==> src/rtl/wb_timer.sv <==
// wb_timer: Wishbone B4 responder for a RISC-V machine timer (clk, rst_n, wb_* responder port, timer_irq mtip out)
module wb_timer #(
  parameter int XLEN        = 32,
  parameter int ADDR_W      = 5,
  parameter int WAIT_STATES = 0,
  parameter int PRESCALE_W  = 16
) (
  input  logic              clk,
  input  logic              rst_n,
  input  logic              wb_cyc_i,
  input  logic              wb_stb_i,
  input  logic              wb_we_i,
  input  logic [ADDR_W-1:0] wb_adr_i,
  input  logic [XLEN-1:0]   wb_dat_i,
  input  logic [XLEN/8-1:0] wb_sel_i,
  output logic [XLEN-1:0]   wb_dat_o,
  output logic              wb_ack_o,
  output logic              timer_irq
);
  localparam int IW = ADDR_W - 2;
  localparam logic [3:0] WS_LAST = 4'(WAIT_STATES > 0 ? WAIT_STATES - 1 : 0);
  typedef enum logic [1:0] {IDLE, WAIT, ACK} state_t;
  state_t state;
  logic [3:0] wcnt;
  logic [IW-1:0] adr_q, idx;
  logic we_q, cur_we, tick, en;
  logic [XLEN-1:0] dat_q, rd_data;
  logic [XLEN/8-1:0] sel_q;
  logic [63:0] mtime, mtimecmp;
  logic [PRESCALE_W-1:0] prescale, presc_cnt;
  logic unused_adr;
  function automatic logic [XLEN-1:0] merge(input logic [XLEN-1:0] old, input logic [XLEN-1:0] d, input logic [XLEN/8-1:0] s);
    logic [XLEN-1:0] r;
    r = old;
    for (int i = 0; i < XLEN/8; i++) if (s[i]) r[i*8 +: 8] = d[i*8 +: 8];
    return r;
  endfunction
  assign unused_adr = &{1'b0, wb_adr_i[1:0]};
  assign idx = state == IDLE ? wb_adr_i[ADDR_W-1:2] : adr_q;
  assign cur_we = state == IDLE ? wb_we_i : we_q;
  assign tick = en && presc_cnt == prescale;
  assign rd_data = idx == IW'(0) ? mtime[31:0] :
                   idx == IW'(1) ? mtime[63:32] :
                   idx == IW'(2) ? mtimecmp[31:0] :
                   idx == IW'(3) ? mtimecmp[63:32] :
                   idx == IW'(4) ? XLEN'(en) :
                   idx == IW'(5) ? XLEN'(prescale) : '0;
  always_ff @(posedge clk) begin
    if (!rst_n) begin
      state     <= IDLE;
      wcnt      <= '0;
      adr_q     <= '0;
      we_q      <= 1'b0;
      dat_q     <= '0;
      sel_q     <= '0;
      wb_ack_o  <= 1'b0;
      wb_dat_o  <= '0;
      timer_irq <= 1'b0;
      mtime     <= '0;
      mtimecmp  <= '1;
      en        <= 1'b0;
      prescale  <= '0;
      presc_cnt <= '0;
    end else begin
      timer_irq <= mtime >= mtimecmp;
      wb_ack_o  <= 1'b0;
      wb_dat_o  <= '0;
      if (en) presc_cnt <= tick ? '0 : presc_cnt + 1'b1;
      if (tick) mtime <= mtime + 64'd1;
      case (state)
        IDLE: if (wb_cyc_i && wb_stb_i) begin
          adr_q    <= wb_adr_i[ADDR_W-1:2];
          we_q     <= wb_we_i;
          dat_q    <= wb_dat_i;
          sel_q    <= wb_sel_i;
          wcnt     <= '0;
          state    <= WAIT_STATES == 0 ? ACK : WAIT;
          wb_ack_o <= WAIT_STATES == 0;
          wb_dat_o <= WAIT_STATES == 0 && !cur_we ? rd_data : '0;
        end
        WAIT: if (!wb_cyc_i) state <= IDLE;
          else if (wcnt == WS_LAST) begin
            state    <= ACK;
            wb_ack_o <= 1'b1;
            wb_dat_o <= cur_we ? '0 : rd_data;
          end else wcnt <= wcnt + 1'b1;
        ACK: begin
          state <= IDLE;
          // later assignments override the tick update above, so a write drops that tick entirely
          if (we_q && |sel_q) begin
            if (adr_q == IW'(0)) mtime <= {mtime[63:32], merge(mtime[31:0], dat_q, sel_q)};
            if (adr_q == IW'(1)) mtime <= {merge(mtime[63:32], dat_q, sel_q), mtime[31:0]};
            if (adr_q == IW'(2)) mtimecmp <= {mtimecmp[63:32], merge(mtimecmp[31:0], dat_q, sel_q)};
            if (adr_q == IW'(3)) mtimecmp <= {merge(mtimecmp[63:32], dat_q, sel_q), mtimecmp[31:0]};
            if (adr_q == IW'(4) && sel_q[0]) en <= dat_q[0];
            if (adr_q == IW'(5)) begin
              prescale  <= PRESCALE_W'(merge(XLEN'(prescale), dat_q, sel_q));
              presc_cnt <= '0;
            end
          end
        end
        default: state <= IDLE;
      endcase
    end
  end
endmodule
==> config.mk <==
export PLATFORM = sky130hd
export DESIGN_NAME = wb_timer
export DESIGN_NICKNAME = d
export VERILOG_FILES = /design/src/rtl/wb_timer.sv
export SDC_FILE = /design/constraint.sdc
export NUM_CORES = 1
export LEC_CHECK = 0
export ABC_CLOCK_PERIOD_IN_PS = 3800
export CAP_MARGIN = 20
export CORE_ASPECT_RATIO = 0.8
export CORE_MARGIN = 2
export CORE_UTILIZATION = 54
export CTS_BUF_LIST = sky130_fd_sc_hd__clkbuf_2 sky130_fd_sc_hd__clkbuf_4 sky130_fd_sc_hd__clkbuf_8
export CTS_CLUSTER_DIAMETER = 200
export DETAILED_ROUTE_END_ITERATION = 6
export HOLD_SLACK_MARGIN = 0.1
export PLACE_DENSITY = 0.78
export SETUP_SLACK_MARGIN = 0.4
export SLEW_MARGIN = 20
export SYNTH_ARGS = -nofsm -noshare
export SYNTH_HDL_FRONTEND = slang
export SYNTH_SLANG_ARGS = --single-unit
export TNS_END_PERCENT = 20
==> constraint.sdc <==
create_clock -name clk -period 3.8 [get_ports clk]
set_input_delay 0.57 -clock clk [delete_from_list [all_inputs] [get_ports clk]]
set_output_delay 0.57 -clock clk [all_outputs]
set_load 0.01 [all_outputs]
==> impl_metrics.yaml <==
floorplanning:
  num_io_pins: 80
  rows: 49
  initial_core_util: 0.554
  coreArea_um2: 22700
  dieArea_um2: 24500
  fp.dieW_um: 175
  fp.dieH_um: 140
timing:
  worst_pin_slew_ps: 1000
  fin_worst_skew_ps: 20.3
  relSlewSlack: 0.331
  min_period_ps: 3120
  timing.fmax_ghz: 0.321
  tns_ps: 0
  hold_violations: 0
  setup_viol: 0
  slew_violations: 0
  period_share: 0.820
  rsz0062_at_grt: "false"
cts:
  cts_inserted_buffers: 39
  clock_latency_ps: 540
  cts_tree: "yes"
  clk_pin_slew_ps: 60
  cts-root-buf: "clkbuf_8"
  clockBufferDepth: 3
  post-cts-setup-buffers: 0
  htreeDepth: 2
  ctsHoldBuffers: 0
  numClockSinks: 236
  post_cts_resized: 0
logic_synthesis:
  yosys.area.top_type_share: 0.376
  synth-main-ff-cell: "dfxtp_1"
  yosys-top-cells-area: "dfxtp_1 (38%), nand2_1 (8.5%), ha_1 (6.6%)"
  synthAdderAreaFrac: 0.0657
  synth_cell_types: 53
  synthMuxAreaShare: 0.0300
  yosys.area.top_type: "dfxtp_1"
  async_flop_share: 0
  synthesis.area_um2: 12600
  yosys_register_bits: 236
  ys_seq_area_frac: 0.376
  synth_xor_area_frac: 0.0251
  synth_nets: 1739
  synth_top_family_by_area: "simple AND/OR/NAND/NOR gates"
  synth_edf_count: 0
  synth-compound-area-share: 0.197
  syn_area_per_cell_um2: 7.73
  synthCells: 1627
  synthSimpleGateAreaFrac: 0.253
  ys_warn_count: 0
grt:
  track_usage: 0.313
  grt_pass1_vias: 11663
  grt_overflow_total: 0
  antenna_found_initial: 1
  grt_max_degree: 84
  grt_pass1_wl_um: 62200
routing:
  drt_iter0_drc: 1624
  wl_met1_um: 16800
  wl_met3_um: 4230
  detail-route-antenna-nets: 0
  dr_wl_met2_um: 16700
  finalWirelength_um: 38900
  via_per_inst: 6.33
  top_layer_used: "met5"
  firstDrtPassIters: 6
  wl_per_cell_um: 19.4
  vias: 12723
  drc: 0
power_and_ir_drop:
  peakVddDrop_v: 0.000238
  p_per_area_nw_per_um2: 358
  power.leakage_nw: 6.13
outcome:
  status: "finished, final reports clean"
finish:
  antenna-diode-count: 0
  fin_nets: 1790
  syn2layout_area_growth_pct: 15.0
  finish.utilization: 0.638
  final_layout_size_suffix_gt1_frac: 0.0763
worst_setup_path:
  end_kind: "flop"
  critPathKind: "reg -> reg"
  critPathLaunchType: "flop"
  crit_required_ps: 4230
  cp.arrival_ps: 3550
  cp-startpoint: "prescale[15]"
  cp_max_fo: 9
  timing.rr.start: "prescale[15]"
worst_hold_path:
  hold_start: "mtimecmp[63]"
  min_path_type: "reg -> reg"
placed_design:
  place.gp.congestion: 0.959
  dp_hpwl_um: 27100
  port_buffers: 77
run:
  cap_violations: 0
## state kept, by name, indices dropped and copies added (netlist names), 3 cells and up
signal	cells
adr_q	3
dat_q	32
mtime	64
mtimecmp	64
presc_cnt	16
prescale	16
sel_q	4
wb_dat_o	32
## placed cells by master, fill, tap and decap left out, types with 4 or more instances in the layout
master and count:
nand2_1 285, dfxtp_1 236, nor2_1 146, a21oi_1 103
nand3_1 81, clkdlybuf4s50_1 76, inv_1 73, ha_1 66
o21ai_0 58, o211ai_1 57, clkbuf_8 50, nand4_1 48
a211oi_1 39, a31oi_1 38, buf_4 36, mux2i_1 29
nor3_1 24, and3_1 23, a311oi_1 22, xnor2_1 18
xor2_1 18, a22oi_1 17, and4_1 13, and2_1 12
clkbuf_4 11, nor4_1 10, or2_2 9, nand2b_1 9
o221ai_1 9, or3_1 9, o21a_1 6, o31a_1 6
or4_1 5, mux2_2 5, a21o_1 5, clkinv_2 5
nor3b_1 4, nand3b_1 4
## cell usage after synthesis, drive strengths merged, types with 3 or more instances
cell type    n
nand2      285
dfxtp      236
nor2       149
a21oi      103
clkbuf      96
nand3       81
inv         74
ha          66
o21ai       58
o211ai      57
nand4       48
a211oi      39
a31oi       38
mux2i       32
nor3        25
and3        23
a311oi      22
xnor2       18
xor2        18
a22oi       17
and2        13
and4        13
nor4        10
nand2b       9
o221ai       9
or2          9
or3          9
buf          7
o21a         6
o31a         6
or4          6
a21o         5
mux2         5
nand3b       4
nor3b        4
a2bb2oi      3
a31o         3
nor2b        3
## stage by stage
| stage | instances | power [W] | instance area (um2) | hold slack [ps] | setup WS [ps] |
|---|---|---|---|---|---|
| floorplan | 1627 | 0.00277 | 12600 | 441 | 1150 |
| global placement | 1943 | 0.00292 | 13700 | 450 | 838 |
| detailed placement | 1943 | 0.00292 | 13700 | 455 | 813 |
| CTS | 2009 | 0.00520 | 14500 | 470 | 777 |
| global route | 2009 | 0.00534 | 14500 | 485 | 484 |
| finish | 2009 | 0.00518 | 14500 | 468 | 682 |
## kinds of logic (layout without fill, tap and decap cells)
family	count (synthesis)	count (layout)
muxes	37	37
and+or+nand+nor	694	694
buffers and inverters	177	253
DFF	236	236
xor gates and xnor gates	36	36
AOI/OAI and AO/OA	381	381
adders and majority gates	66	66
## layer usage
| metal | vias to the layer above | track usage |
|---|---|---|
| li1 | 5924 | - |
| met1 | 5933 | 0.444 |
| met2 | 749 | 0.477 |
| met3 | 115 | 0.0575 |
| met4 | 2 | 0.114 |
| met5 | - | 0 |
## final cells by class
type	instances	area, um2
Fill cell	2029	8220
Multi-Input combinational cell	1214	7230
Sequential cell	236	4720
Timing Repair Buffer	113	1050
Clock buffer	61	771
Tap cell	306	383
Inverter	74	278
Clock inverter	5	25.0
## power by group
part | switching (W) | internal (W)
registers | 0.0000506 | 0.00250
clock network | 0.00102 | 0.00128
logic | 0.000205 | 0.000124
total | 0.00128 | 0.00390
## critical path: stages, from the launching register on
cell,delay [ps]
dfxtp_1,360
xor2_1,190
or4_1,560
nor3_1,470
nand2_1,250
nor2_1,730
a211oi_1,180
a311oi_1,290
## path summary, 6_finish.rpt
check	end	slack [ps]	cells past startpoint
min	mtimecmp[63]	470	2
min reg2reg	mtimecmp[63]	470	2
max	mtime[2]	680	7
max reg2reg	mtime[2]	680	7
Note: power is estimated with default switching activity, not from simulation.
